--- src/rtl/dbus_pkg.sv ---
// Shared types and bus-mode encodings for the data bus arbiter.
// DBUS_ARB_RR_EN selects round-robin contention instead of core priority.
package dbus_pkg;

  localparam logic [1:0] BUS_IDLE  = 2'b00;
  localparam logic [1:0] BUS_READ  = 2'b01;
  localparam logic [1:0] BUS_WRITE = 2'b10;

  typedef enum logic {
    ARB  = 1'b0,
    HOLD = 1'b1
  } arb_phase_t;

  typedef enum logic {
    M_CORE = 1'b0,
    M_DMA  = 1'b1
  } master_t;

  typedef struct packed {
    logic [31:0] addr;
    logic [1:0]  mode;
    logic [1:0]  reqw;
    logic        reqs;
    logic [31:0] wdata;
  } bus_req_t;

  // Mode 11 is treated as idle.
  function automatic logic is_req(input logic [1:0] mode);
    return (mode == BUS_READ) || (mode == BUS_WRITE);
  endfunction

endpackage

--- src/rtl/arb_starve_counter.sv ---
// Saturating count of contended cycles a DMA request has been denied.
// Not instantiated when DBUS_ARB_RR_EN is defined.
module arb_starve_counter #(
  parameter int unsigned STARVE_LIMIT = 8
) (
  input  logic clk,
  input  logic reset,
  input  logic inc,
  input  logic clr,
  output logic at_limit
);

  localparam int unsigned CW = (STARVE_LIMIT > 0) ? $clog2(STARVE_LIMIT + 1) : 1;
  localparam logic [CW-1:0] Limit = CW'(STARVE_LIMIT);

  logic [CW-1:0] cnt_q;

  always_ff @(posedge clk or posedge reset) begin
    if (reset) begin
      cnt_q <= '0;
    end else if (clr) begin
      cnt_q <= '0;
    end else if (inc && (cnt_q != Limit)) begin
      cnt_q <= cnt_q + CW'(1);
    end
  end

  assign at_limit = (cnt_q == Limit);

endmodule

--- src/rtl/data_bus_arbiter.sv ---
// Two-master data bus arbiter: core (m0) and DMA (m1); reads hold the bus for a sample cycle.
// DBUS_ARB_RR_EN: round-robin contention; otherwise core priority with DMA starvation override.
module data_bus_arbiter
  import dbus_pkg::*;
#(
  parameter int unsigned STARVE_LIMIT = 8
) (
  input  logic        clk,
  input  logic        reset,
  input  logic [31:0] m0_addr,
  input  logic [1:0]  m0_mode,
  input  logic [1:0]  m0_reqw,
  input  logic        m0_reqs,
  input  logic [31:0] m0_wdata,
  output logic [31:0] m0_rdata,
  output logic        m0_ready,
  output logic        m0_wait,
  input  logic [31:0] m1_addr,
  input  logic [1:0]  m1_mode,
  input  logic [1:0]  m1_reqw,
  input  logic        m1_reqs,
  input  logic [31:0] m1_wdata,
  output logic [31:0] m1_rdata,
  output logic        m1_ready,
  output logic        m1_wait,
  output logic [31:0] bus_addr,
  output logic [1:0]  bus_mode,
  output logic [1:0]  bus_reqw,
  output logic        bus_reqs,
  output logic [31:0] bus_wdata,
  output logic        bus_wdata_oe,
  input  logic [31:0] bus_rdata
);

  arb_phase_t phase_q, phase_d;
  master_t    owner_q, owner_d;
  master_t    win, lose, other;
  bus_req_t   req [2];
  bus_req_t   bus_sel;
  logic [1:0] req_v;
  logic [1:0] ready;
  logic [1:0] m_wait;
  logic [31:0] rdata [2];
  logic       has_win;

  assign req[M_CORE] = '{addr: m0_addr, mode: m0_mode, reqw: m0_reqw, reqs: m0_reqs,
                         wdata: m0_wdata};
  assign req[M_DMA]  = '{addr: m1_addr, mode: m1_mode, reqw: m1_reqw, reqs: m1_reqs,
                         wdata: m1_wdata};
  assign req_v   = {is_req(m1_mode), is_req(m0_mode)};
  assign has_win = |req_v;

`ifdef DBUS_ARB_RR_EN
  master_t last_grant_q, last_grant_d;

  always_ff @(posedge clk or posedge reset) begin
    if (reset) begin
      last_grant_q <= M_DMA;
    end else begin
      last_grant_q <= last_grant_d;
    end
  end

  always_comb begin
    last_grant_d = last_grant_q;
    if (!reset && (phase_q == ARB) && has_win) begin
      last_grant_d = win;
    end
  end

  always_comb begin
    if (&req_v) begin
      win = master_t'(~last_grant_q);
    end else begin
      win = req_v[1] ? M_DMA : M_CORE;
    end
  end
`else
  logic at_limit;
  logic starve_inc, starve_clr;

  // A DMA request is denied exactly when it is told to wait.
  assign starve_inc = req_v[1] && m_wait[1];
  assign starve_clr = (phase_q == ARB) && has_win && (win == M_DMA);

  arb_starve_counter #(
    .STARVE_LIMIT(STARVE_LIMIT)
  ) u_starve (
    .clk     (clk),
    .reset   (reset),
    .inc     (starve_inc),
    .clr     (starve_clr),
    .at_limit(at_limit)
  );

  always_comb begin
    if (&req_v) begin
      win = at_limit ? M_DMA : M_CORE;
    end else begin
      win = req_v[1] ? M_DMA : M_CORE;
    end
  end
`endif

  assign lose  = master_t'(~win);
  assign other = master_t'(~owner_q);

  always_ff @(posedge clk or posedge reset) begin
    if (reset) begin
      phase_q <= ARB;
      owner_q <= M_CORE;
    end else begin
      phase_q <= phase_d;
      owner_q <= owner_d;
    end
  end

  // Outputs are forced to their idle values while reset is held.
  always_comb begin
    phase_d  = phase_q;
    owner_d  = owner_q;
    bus_sel  = '0;
    ready    = '0;
    m_wait   = '0;
    rdata[0] = '0;
    rdata[1] = '0;
    if (!reset) begin
      case (phase_q)
        ARB: begin
          if (has_win) begin
            bus_sel      = req[win];
            m_wait[lose] = req_v[lose];
            if (req[win].mode == BUS_WRITE) begin
              ready[win] = 1'b1;
            end else begin
              phase_d = HOLD;
              owner_d = win;
            end
          end
        end
        HOLD: begin
          bus_sel         = req[owner_q];
          ready[owner_q]  = 1'b1;
          rdata[owner_q]  = bus_rdata;
          m_wait[other]   = req_v[other];
          phase_d         = ARB;
        end
        default: phase_d = ARB;
      endcase
    end
  end

  assign bus_addr     = bus_sel.addr;
  assign bus_mode     = bus_sel.mode;
  assign bus_reqw     = bus_sel.reqw;
  assign bus_reqs     = bus_sel.reqs;
  assign bus_wdata    = bus_sel.wdata;
  assign bus_wdata_oe = (bus_sel.mode == BUS_WRITE);

  assign m0_ready = ready[0];
  assign m1_ready = ready[1];
  assign m0_wait  = m_wait[0];
  assign m1_wait  = m_wait[1];
  assign m0_rdata = rdata[0];
  assign m1_rdata = rdata[1];

endmodule

--- config.mk ---
export PLATFORM = sky130hd
export DESIGN_NAME = data_bus_arbiter
export DESIGN_NICKNAME = d
export VERILOG_FILES = /design/src/rtl/dbus_pkg.sv /design/src/rtl/arb_starve_counter.sv /design/src/rtl/data_bus_arbiter.sv
export SDC_FILE = /design/constraint.sdc
export NUM_CORES = 1
export LEC_CHECK = 0
export BUFFER_PORTS_ARGS = -buffer_cell sky130_fd_sc_hd__buf_2
export CAP_MARGIN = 25
export CORE_AREA = 3 3 119 121
export DETAILED_ROUTE_END_ITERATION = 12
export DIE_AREA = 0 0 122 124
export HOLD_SLACK_MARGIN = 0.08
export PLACE_DENSITY = 0.49
export SYNTH_ARGS = -nofsm -noshare
export SYNTH_HDL_FRONTEND = slang
export SYNTH_SLANG_ARGS = --single-unit
--- constraint.sdc ---
create_clock -name clk -period 5.1 [get_ports clk]
set_input_delay 0.51 -clock clk [delete_from_list [all_inputs] [get_ports clk]]
set_output_delay 0.51 -clock clk [all_outputs]
set_load 0.02 [all_outputs]
# Word level (Yosys, flattened, before mapping)
# Cells that the tools add are included.
# totals
register_bits	6
# op_classes
n_addsub	1
n_lt_le_gt_ge	11
n_eq_ne	8
n_mux	40
bitwise	10
reduce_logical	15
# op_table
op	n
69-bit two-way mux	8
69-bit one-hot mux with 2 select lines	1
64-bit two-way mux	2
64-bit AND	1
32-bit demux with 1-bit select	1
32-bit two-way mux	1
1-bit two-way mux	13
2-bit two-way mux	5
1-bit logical AND	9
2-bit == test (second input constant)	4
1-bit by 2-bit less-than comparator with 1-bit output (second input constant)	4
4-bit two-way mux	2
2-bit one-hot mux with 2 select lines	2
1-bit inverter	5
4-bit by 1-bit adder with 4-bit output (second input constant)	1
2-bit AND	2
1-bit demux with 1-bit select	4
2-bit by 1-bit == test with 1-bit output (second input constant)	2
4-bit == test (second input constant)	1
1-bit >= comparator (second input constant)	4
2-bit >= comparator (second input constant)	2
4-bit inequality test (second input constant)	1
1-bit inverter with 2-bit output	2
4-bit AND reduction	1
6 further kinds	7

# Depth between registers and ports, before layout
# Gate-level depths: netlist of run 1.
# depth
word_depth	17
ltp_mapped	8
mapped_depth_nobuf	6

# By module
# From an unflattened synthesis of run 1, not the netlist that was laid out.
# hier_totals
hier_cells	425
area_unflattened_um2	3059.2
# modules_own_cells
module	n_inst	cells_each	area_per_inst_um2	seq_area_each_um2
data_bus_arbiter	1	400	2822.7	50.0
arb_starve_counter	1	25	236.5	100.1

# Worst setup path after synthesis of run 1
# OpenSTA, ideal clock, no wires.
# synth_timing
path_kind	input port to output port
start	input m1_mode[1]
end	output bus_addr[23]
arrival_time_ns	1.913
t_required_ns	4.590
setup_slack_ns	2.677
stages	7
cell_sequence	buf_2 xnor2_1 a211oi_4 buf_4 buf_6 o21ai_1 a21oi_1
# synth_between
elab_chain_len	11
elab_cells_between_ends	14
classes_between	eq/ne (2); mux (8); bitwise (1); reduce/logical (3)
# synth_lines
element	line_no	rtl
from (decl)	data_bus_arbiter.sv:19	input logic [1:0] m1_mode,
2-bit by 1-bit == test with 1-bit output / 2-bit == test (equally long branches)	dbus_pkg.sv:29	return (mode == BUS_READ) || (mode == BUS_WRITE);
1-bit logical OR *	dbus_pkg.sv:29	
1-bit two-way mux / 2-bit AND reduction (equally long branches)	data_bus_arbiter.sv:100, data_bus_arbiter.sv:97	
1-bit two-way mux	data_bus_arbiter.sv:97	if (&req_v) begin
1-bit inverter with 2-bit output (not written as such)	data_bus_arbiter.sv:131	bus_sel = req[win];
69-bit two-way mux (3 in a row)	n/a	
69-bit two-way mux *	data_bus_arbiter.sv:130	if (has_win) begin
69-bit one-hot mux with 2 select lines *	data_bus_arbiter.sv:128	case (phase_q)
69-bit two-way mux *	data_bus_arbiter.sv:127	if (!reset) begin
to (decl)	data_bus_arbiter.sv:26	output logic [31:0] bus_addr,
# Every way passes the cells marked *; elsewhere a longest branch is shown, timed or not. The select of a mux whose other input is x is not followed.

# Worst setup path after layout of run 1
# layout_timing
start	register u_starve.cnt_q[0]
end	output bus_wdata[1]
# layout_between
elab_chain_len	10
# layout_lines
element	line_no	rtl
from (decl)	arb_starve_counter.sv:16	logic [CW-1:0] cnt_q;
from (signal assigned)	arb_starve_counter.sv:24	cnt_q <= cnt_q + CW'(1);
4-bit == test	arb_starve_counter.sv:28	assign at_limit = (cnt_q == Limit);
1-bit two-way mux	data_bus_arbiter.sv:98	win = at_limit ? M_DMA : M_CORE;
1-bit two-way mux	data_bus_arbiter.sv:97	
1-bit inverter with 2-bit output (not written as such)	data_bus_arbiter.sv:131	
69-bit two-way mux (3 in a row)	n/a	
69-bit two-way mux	data_bus_arbiter.sv:130	
69-bit one-hot mux with 2 select lines	data_bus_arbiter.sv:128	
69-bit two-way mux	data_bus_arbiter.sv:127	
to (decl)	data_bus_arbiter.sv:30	output logic [31:0] bus_wdata,
# No other way between the ends. The select of a mux whose other input is x is not followed.

==> results of run 1 <==
logic make-up after synthesis:
kind of cell | count (synthesis)
mux | 3
flops | 6
compound gates | 158
simple gates | 191
buf+inv | 56
fa+ha+maj | 2
xor+xnor | 4
through the flow:
stage	total power, mW	util, %	hold WS, ns	instances
floorplan	0.498	-	0.464	420
global placement	0.734	29.0	0.497	861
detailed placement	0.735	29.2	0.498	862
CTS	0.865	29.8	0.484	865
global route	0.938	29.9	0.514	866
finish	0.859	29.9	0.482	866
routing by layer:
metal	GRT usage (%)	wire (um)
met1	16.6	4820
met2	29.1	6500
met3	2.45	1150
met4	2.52	68
met5	0	0
layout make-up:
cell class | instances | area (um2) | area share [%]
multi-input combinational | 358 | 1830 | 46.4
timing repair buffer | 318 | 1650 | 41.8
tap | 176 | 220 | 5.59
sequential | 6 | 150 | 3.81
clock buffer | 3 | 75.1 | 1.91
inverter | 5 | 18.8 | 0.476
cells in the final DEF, fill, tap and decap left out, drive strengths merged, types with 2 or more instances in the layout:
cell type  count
nand2b         3
nor2          69
o211ai         2
nand3         72
nor3           2
a21oi         74
nor2b          2
inv            5
xnor2          2
dfrtp          6
xor2           2
ha             2
o211a          2
clkbuf         3
mux2i          3
buf          318
nand2         37
o21ai         69
a211oi         2
report_power, final:
group | total [mW] | internal (mW) | switching (mW) | leakage (nW)
combinational | 0.655 | 0.230 | 0.425 | 2.13
clock | 0.126 | 0.100 | 0.0251 | 0.0370
sequential | 0.0779 | 0.0583 | 0.0195 | 0.0797
path summary, 6_finish.rpt:
path                                          startpoint                            end  slack (ns)  cells past startpoint
setup / recovery           u_starve.cnt_q[0]$_DFFE_PP0P_                   bus_wdata[1]        1.94                      8
hold / removal                                     reset  u_starve.cnt_q[2]$_DFFE_PP0P_        0.48                      3
setup reg to reg           u_starve.cnt_q[0]$_DFFE_PP0P_  u_starve.cnt_q[3]$_DFFE_PP0P_        2.91                      7
hold reg to reg            u_starve.cnt_q[3]$_DFFE_PP0P_  u_starve.cnt_q[3]$_DFFE_PP0P_        0.50                      1
max in group asynchronous                          reset            owner_q$_DFFE_PP0P_        4.30                      3
min in group clk           u_starve.cnt_q[3]$_DFFE_PP0P_  u_starve.cnt_q[3]$_DFFE_PP0P_        0.50                      1
tightest hold or removal path: cells and delay by family:
family                 cells  cell delay, ns
buffers and inverters      3            0.62
state kept, by name (all words and copies together), names as in the netlist:
| signal | count |
|---|---|
| owner_q | 1 |
| phase_q | 1 |
| u_starve.cnt_q | 4 |
==> qor.txt, run 1 <==
Routability cong.: 0.796
Effective utilization at floorplan: 16.6%
Maximum number of pins on one net before global-route repair: 72
Synth Flop Type: dfrtp_1
Type of the tightest min-delay check: in2async
Number of diodes: 0
Summed area of non-filler cells in the final layout: 0.00394 mm2
EDFF count, synth: 0
Synthesis-stage register bit count: 6
Clock buffer count from CTS: 3
Final nets: 866
H-tree depth: 1
Antenna violations before repair: 1
Boundary Pins: 310
Number of gates resized after cts: 0
Total vias in the final route: 4,006
Cell at the slowest stage of the critical path: o211ai_4
Classification of the worst setup path: reg2out
Setup Viol. Count Final: 0
Standard-cell rows: 42
Run status: completed
Worst voltage drop across the vdd grid: 0.107 mV
Post-CTS setup-driven buffer insertion count: 0
Drt via density: 4.63
WP data required: 4.59 ns
Total Die Area: 0.0151 mm2
DR pass1 iterations: 4
Post-cts hold buffer count: 0
Slack of the critical path: 1.94 ns
Post-Synth Simple-Gate Area: 38.4%
Number of global-route vias before repair: 3,664
Most frequently used cell type in the post-synthesis netlist: a21oi_1
Fraction of the mapped netlist area in adder cells: 1.14%
Headroom to the max-slew limit: 49.5%
CTS Root Cell: clkbuf_16
Sequential share of the synthesized area: 6.85%
First-pass GRT wire length: 18,400 um
Number of warning messages in the yosys log: 0
Mean instance size in the synthesized netlist: 5.22 um2
Placeable core region: 0.0132 mm2
Maximum fanout along the worst path: 24
Area delta synth->final: 79.8%
Cell area after synthesis: 0.00219 mm2
Fraction of registers with async set or reset after synthesis: 100%
Clk slew on worst S/H paths: 0.03 ns
Yosys cell types: 42
Fraction of synthesized cell area taken by the top area cell type: 16.9%
Final Routed Wirelength: 12,500 um
Post-Syn Nets: 594
GRT Residual Overflow: 0
Most frequent cells after synthesis: a21oi_1 (74), nand3_1 (72), nor2_1 (69)
Maximum achievable frequency: 316 MHz
Number of buffers on the longest clock path: 2
Die Wd: 122 um
Max-slew violation count: 0
Final Hold Vio Count: 0
Fillers: 1,507
Ranking of synthesized cells by area: a21oi_1 (17%), nand3_1 (16%), o21ai_0 (13%)
Setup repair after global routing missed its margin: false
Critical path capture point type: primary output
Final period util: 62.0%
Post-route ant nets: 0
Maximum clock skew at final layout: 0.000198 ns
Average detailed-routed wire length per instance: 14.5 um
Proportion of synthesized area in mux cells: 1.37%
Die H: 124 um
TNS Setup: 0 ns
Dominant combinational cell family by area after synthesis: compound AO/OA/AOI/OAI gates
Number of violations reported at the end of detailed-routing iteration 0: 234
Slowest Stage Delay on Critical Path: 0.56 ns
Count of buffer and inverter cells on the critical path: 3
Pin slew with the least headroom to its limit: 0.758 ns
Fraction of layout instances using a drive strength above 1: 47.4%
Data arrival, critical path: 2.65 ns
Leak: 2.24 nW
Power per cell area: 218 mW/mm2
Clock latency at the later pin of the worst-skew pair: 0.23 ns
Number of I/O port buffers: 309
Cell class contributing the biggest share of worst-path delay: compound AO/OA/AOI/OAI gates
Cell taking the most area after synthesis: a21oi_1
Time the final worst path needs with I/O delays and setup: 3.16 ns
Worst-case setup slack after placement: 1.84 ns
CTS tree: done
Kind of launch point of the worst setup path: flop
Drc violations: 0
Max capacitance violation total: 0
Synthesized netlist cell count: 420
HPWL after detailed placement: 9770 um
Complex-gate fraction of the synthesized area: 39.2%
Cell-by-cell listing of the critical path: inv_1 > ha_1 > and3b_1 > o211ai_4 > buf_4 > nand3_1 > a21oi_1 > buf_2
Post-synthesis share of cell area spent on xor and xnor gates: 1.94%
Clock sinks: 6
Aggregate global-route resource usage: 14.7%
Cell area reported after detailed placement: 0.00385 mm2
No activity file was read; power rests on OpenSTA's default activity.
==> run 2: changes to the inputs <==
Settings changed: CORE_AREA 3 3 119 121 to 3 3 121 123, DIE_AREA 0 0 122 124 to 0 0 124 126, PLACE_DENSITY 0.49 to 0.48.
Clock period 5.1 ns to 3.2 ns, I/O delays scaled along.
==> qor.txt, run 2 (synthesis results as in run 1) <==
Non-filler instance count after layout: 871 (was 866)
Run status: completed (unchanged)
Maximum clock skew at final layout: 0.00276 ns (was 0.000198 ns)
Clock latency at the later pin of the worst-skew pair: 0.23 ns (about the same)
Average detailed-routed wire length per instance: 14.6 um (was 14.5 um)
DR pass1 iterations: 5 (was 4)
Classification of the worst setup path: reg2out (unchanged)
Maximum number of pins on one net before global-route repair: 73 (was 72)
Worst reg-to-reg path cell count: 4 (was 7)
Worst setup slack for register-to-register paths: 1.28 ns (was 2.91 ns)
Power per cell area: 347 mW/mm2 (was 218 mW/mm2)
Total vias in the final route: 4,023 (was 4,006)
Instance count after placement with tap cells included: 868 (was 862)
H-tree depth: 1 (unchanged)
Pin slew with the least headroom to its limit: 0.768 ns (was 0.758 ns)
Clock buffer count from CTS: 3 (unchanged)
Clk slew on worst S/H paths: 0.03 ns (about the same)
Setup repair after global routing missed its margin: false (unchanged)
Maximum achievable frequency: 371 MHz
Max capacitance violation total: 0 (unchanged)
Max-slew violation count: 0 (unchanged)
Number of I/O port buffers: 309 (unchanged)
WP data required: 2.88 ns (was 4.59 ns)
Final Hold Vio Count: 0 (unchanged)
First-pass GRT wire length: 18,400 um (about the same)
Drc violations: 0 (unchanged)
Time the final worst path needs with I/O delays and setup: 2.69 ns
Antenna violations before repair: 1 (unchanged)
Fillers: 1,581 (was 1,507)
Die Wd: 124 um (was 122 um)
Routability cong.: 0.752 (was 0.796)
Number of violations reported at the end of detailed-routing iteration 0: 204 (was 234)
Placeable core region: 0.0138 mm2 (was 0.0132 mm2)
Final period util: 84.2%
Aggregate global-route resource usage: 14.2% (was 14.7%)
Fraction of layout instances using a drive strength above 1: 47.5% (was 47.4%)
Boundary Pins: 310 (unchanged)
Most frequent standard cell in the layout excluding fill and tap cells: buf_2 (unchanged)
Headroom to the max-slew limit: 48.8% (was 49.5%)
Post-layout utilization of the core: 28.7% (was 29.9%)
Clock sinks: 6 (unchanged)
Number of diodes: 0 (unchanged)
Maximum fanout along the worst path: 39 (was 24)
Final nets: 867 (was 866)
Post-route ant nets: 0 (unchanged)
Number of gates resized after cts: 0 (unchanged)
Final Routed Wirelength: 12,700 um (was 12,500 um)
Largest Register: u_starve.cnt_q (unchanged)
Total Die Area: 0.0156 mm2 (was 0.0151 mm2)
CTS Root Cell: clkbuf_16 (unchanged)
CTS tree: done (unchanged)
Leak: 2.26 nW (was 2.24 nW)
Post-cts hold buffer count: 0 (unchanged)
Worst voltage drop across the vdd grid: 0.137 mV (was 0.107 mV)
TNS Setup: 0 ns (unchanged)
Die H: 126 um (was 124 um)
Area delta synth->final: 80.6% (was 79.8%)
Setup Viol. Count Final: 0 (unchanged)
Post-CTS setup-driven buffer insertion count: 0 (unchanged)
Standard-cell rows: 43 (was 42)
Drt via density: 4.62 (was 4.63)
Number of global-route vias before repair: 3,703 (was 3,664)
Commonest cells after routing, fill and taps aside: buf_2 (309), a21oi_1 (74), nand3_1 (72), nor2_1 (69), o21ai_0 (57) (unchanged)
Data arrival, critical path: 2.37 ns (was 2.65 ns)
Effective utilization at floorplan: 15.9% (was 16.6%)
Regs by FF count: u_starve.cnt_q: 4 flops, owner_q: 1 flops, phase_q: 1 flops (unchanged)
Kind of launch point of the worst setup path: flop (unchanged)
HPWL after detailed placement: 9660 um (was 9770 um)
Number of buffers on the longest clock path: 2 (unchanged)
Number of flip-flops in the largest register: 4 (unchanged)
Critical path capture point type: primary output (unchanged)
Type of the tightest min-delay check: in2async (unchanged)
GRT Residual Overflow: 0 (unchanged)
[run 2: cell types whose count changed in the layout (fill, tap and decap cells not counted), sizes merged]
cell / previous run / this run
buf: 318 / 319
[run 2: final timing paths]
check / from / end
setup / recovery: u_starve.cnt_q[0]$_DFFE_PP0P_ / bus_addr[14]
hold / removal: reset / u_starve.cnt_q[0]$_DFFE_PP0P_
setup reg to reg: phase_q$_DFFE_PP0N_ / u_starve.cnt_q[2]$_DFFE_PP0P_
hold reg to reg: u_starve.cnt_q[2]$_DFFE_PP0P_ / u_starve.cnt_q[2]$_DFFE_PP0P_
max in group asynchronous: reset / owner_q$_DFFE_PP0P_
min in group clk: reset / owner_q$_DFFE_PP0P_
[run 2: layout make-up]
type                       instances  area (um2)  share of cell area [%]
clock buffer                       3        75.1                    1.90
inverter                           5        18.8                   0.474
multi-input combinational        358        1830                    46.2
sequential                         6         150                    3.79
tap                              180         225                    5.69
timing repair buffer             319        1660                    41.9
[run 2: routing by layer]
metal  up-vias  global-route usage, %  part of all wire (%)
li1       2016                      -                     -
met4         0                   1.48                  0.24
met2       211                   28.3                    53
met3         4                   1.98                    10
met1      1792                   16.2                    37
met5         -                      0                     0
[run 2: critical path, stage by stage (launching register included)]
cell	delay, ns
dfrtp_1	0.40
inv_1	0.09
ha_1	0.16
nand3b_1	0.25
a211oi_4	0.29
buf_4	0.39
o21ai_0	0.19
a21oi_1	0.18
buf_2	0.19
[run 2: power breakdown]
group	internal (mW)	switching (mW)	total [mW]	leakage, nW
Combinational	0.372	0.684	1.06	2.14
Sequential	0.0931	0.0256	0.119	0.0797
Clock	0.160	0.0391	0.199	0.0370
[run 2: metrics by stage]
stage / power [mW] / hold WS, ns / worst slack (ns) / area [um2]
3_3_place_gp: 1.20 / 0.386 / 0.770 / 3880
4_1_cts: 1.39 / 0.147 / 0.481 / 3960
5_1_grt: 1.50 / 0.170 / 0.295 / 3960
3_5_place_dp: 1.18 / 0.384 / 0.739 / 3880
6_report: 1.37 / 0.134 / 0.505 / 3960
2_1_floorplan: 0.794 / 0.464 / 1.01 / 2190
==> run 3: changes to the inputs <==
Clock period 3.2 ns to 2.75 ns, I/O delays scaled along.
==> qor.txt, run 3 (synthesis results as in run 1) <==
Largest Register: u_starve.cnt_q (unchanged)
Kind of launch point of the worst setup path: flop (unchanged)
Total vias in the final route: 4,109 (was 4,023)
TNS Setup: 0 ns (unchanged)
Design internal power: 0.750 mW (was 0.625 mW)
Max capacitance violation total: 0 (unchanged)
Area delta synth->final: 84.6% (was 80.6%)
Maximum clock skew at final layout: 0.000577 ns (was 0.00276 ns)
Cell-by-cell listing of the critical path: inv_1 > ha_1 > nand3b_1 > a211oi_4 > clkbuf_16 > o21ai_0 > a21oi_1 > buf_2 (was inv_1 > ha_1 > nand3b_1 > a211oi_4 > buf_4 > o21ai_0 > a21oi_1 > buf_2)
Final nets: 875 (was 867)
Slowest Stage Delay on Critical Path: 0.39 ns (was 0.40 ns)
GRT Residual Overflow: 0 (unchanged)
CTS Root Cell: clkbuf_16 (unchanged)
Fraction of layout instances using a drive strength above 1: 48.1% (was 47.5%)
Slack of the critical path: 0.205 ns (was 0.505 ns)
Worst voltage drop across the vdd grid: 0.194 mV (was 0.137 mV)
Die H: 126 um (unchanged)
Sequential share of power: 8.5% (was 8.6%)
Cell area reported after detailed placement: 0.00393 mm2 (was 0.00388 mm2)
Total Die Area: 0.0156 mm2 (unchanged)
Worst hold slack after final layout: 0.328 ns (was 0.134 ns)
Final period util: 92.6%
Setup repair after global routing missed its margin: false (unchanged)
Max-slew violation count: 0 (unchanged)
Number of buffers on the longest clock path: 2 (unchanged)
Most frequent standard cell in the layout excluding fill and tap cells: buf_2 (unchanged)
Maximum number of pins on one net before global-route repair: 68 (was 73)
Cell class contributing the biggest share of worst-path delay: compound AO/OA/AOI/OAI gates (was buffers and inverters)
Cell at the slowest stage of the critical path: dfrtp_1 (unchanged)
Fillers: 1,542 (was 1,581)
Leak: 2.30 nW (was 2.26 nW)
Setup Viol. Count Final: 0 (unchanged)
HPWL after detailed placement: 9710 um (was 9660 um)
Clock network fraction of design power: 14.1% (was 14.5%)
Standard-cell rows: 43 (unchanged)
WP data required: 2.48 ns (was 2.88 ns)
H-tree depth: 1 (unchanged)
First-pass GRT wire length: 18,100 um (was 18,400 um)
Final Hold Vio Count: 0 (unchanged)
Power per cell area: 403 mW/mm2 (was 347 mW/mm2)
Routability cong.: 0.824 (was 0.752)
Clock sinks: 6 (unchanged)
Critical path capture point type: primary output (unchanged)
Headroom to the max-slew limit: 52.5% (was 48.8%)
Type of the tightest min-delay check: in2async (unchanged)
DR pass1 iterations: 4 (was 5)
Pin slew with the least headroom to its limit: 0.712 ns (was 0.768 ns)
Antenna violations before repair: 2 (was 1)
Number of flip-flops in the largest register: 4 (unchanged)
Maximum fanout along the worst path: 34 (was 39)
Number of global-route vias before repair: 3,581 (was 3,703)
Post-layout utilization of the core: 29.4% (was 28.7%)
Post-route ant nets: 0 (unchanged)
Commonest cells after routing, fill and taps aside: buf_2 (309), a21oi_1 (74), nand3_1 (72), nor2_1 (69), o21ai_0 (57) (unchanged)
Die Wd: 124 um (unchanged)
Fraction of power spent switching nets: 53.9% (was 54.5%)
Time the final worst path needs with I/O delays and setup: 2.55 ns
Maximum achievable frequency: 393 MHz
Aggregate global-route resource usage: 14.0% (was 14.2%)
P_sw: 0.879 mW (was 0.749 mW)
Number of I/O port buffers: 309 (unchanged)
Run status: completed (unchanged)
Average detailed-routed wire length per instance: 14.6 um (about the same)
Clock buffer count from CTS: 3 (unchanged)
Clk slew on worst S/H paths: 0.03 ns (about the same)
CTS tree: done (unchanged)
Classification of the worst setup path: reg2out (unchanged)
Effective utilization at floorplan: 15.9% (unchanged)
Post-cts hold buffer count: 0 (unchanged)
Regs by FF count: u_starve.cnt_q: 4 flops, owner_q: 1 flops, phase_q: 1 flops (unchanged)
Data arrival, critical path: 2.27 ns (was 2.37 ns)
Final Power: 1.63 mW (was 1.37 mW)
Non-filler instance count after layout: 881 (was 871)
Boundary Pins: 310 (unchanged)
Drt via density: 4.66 (was 4.62)
Drc violations: 0 (unchanged)
Comb power frac: 77.4% (was 76.9%)
Final Routed Wirelength: 12,800 um (was 12,700 um)
Clock latency at the later pin of the worst-skew pair: 0.22 ns (was 0.23 ns)
Worst-case setup slack after placement: 0.321 ns (was 0.739 ns)
Placeable core region: 0.0138 mm2 (unchanged)
Instance count after placement with tap cells included: 873 (was 868)
Number of violations reported at the end of detailed-routing iteration 0: 190 (was 204)
Summed area of non-filler cells in the final layout: 0.00404 mm2 (was 0.00396 mm2)
Count of buffer and inverter cells on the critical path: 3 (unchanged)
## run 3: changes by cell type in the layout (fill, tap and decap cells not counted), sizes merged
cell / delta
buf: +7
clkbuf: +1
diode: +2
## run 3: power by group through the flow
stage	combinational [mW]	clock (mW)	sequential (mW)
after global routing	1.39	0.242	0.143
after floorplan	0.796	0	0.127
after detailed placement	1.25	0	0.138
after global placement	1.27	0	0.140
after CTS	1.26	0.237	0.137
final	1.26	0.230	0.138
## run 3: worst paths after layout
kind,slack [ns],start,depth (start not counted),to
worst max-delay path,0.20,u_starve.cnt_q[0]$_DFFE_PP0P_,8,bus_wdata[31]
worst min-delay path,0.33,reset,3,phase_q$_DFFE_PP0N_
worst max register to register,0.85,phase_q$_DFFE_PP0N_,5,u_starve.cnt_q[3]$_DFFE_PP0P_
worst min register to register,0.53,u_starve.cnt_q[2]$_DFFE_PP0P_,1,u_starve.cnt_q[2]$_DFFE_PP0P_
max in group asynchronous,2.12,reset,3,u_starve.cnt_q[3]$_DFFE_PP0P_
min in group clk,0.41,reset,2,owner_q$_DFFE_PP0P_
## run 3: worst min-delay path, cell delays in order
cell and delay (ns):
buf_2 0.16, inv_1 0.13, buf_4 0.40
## run 3: area by class of cell
class	instances	area, um2	share of cell area [%]
inverter	5	18.8	0.464
sequential	6	150	3.71
timing repair buffer	327	1740	43.0
antenna	2	5.00	0.124
tap	180	225	5.57
multi-input combinational	358	1830	45.2
clock buffer	3	75.1	1.86
## run 3: layer usage
layer  wire length, um  global-route usage, %
met1              4840                   16.4
met2              6650                   27.2
met3              1330                   2.11
met4                29                   1.35
met5                 0                      0
## run 3: repair_timing
action                     in CTS  in global routing
resized for setup               0                  1
setup buffers                   0                  2
setup endpoints to repair       0                 18
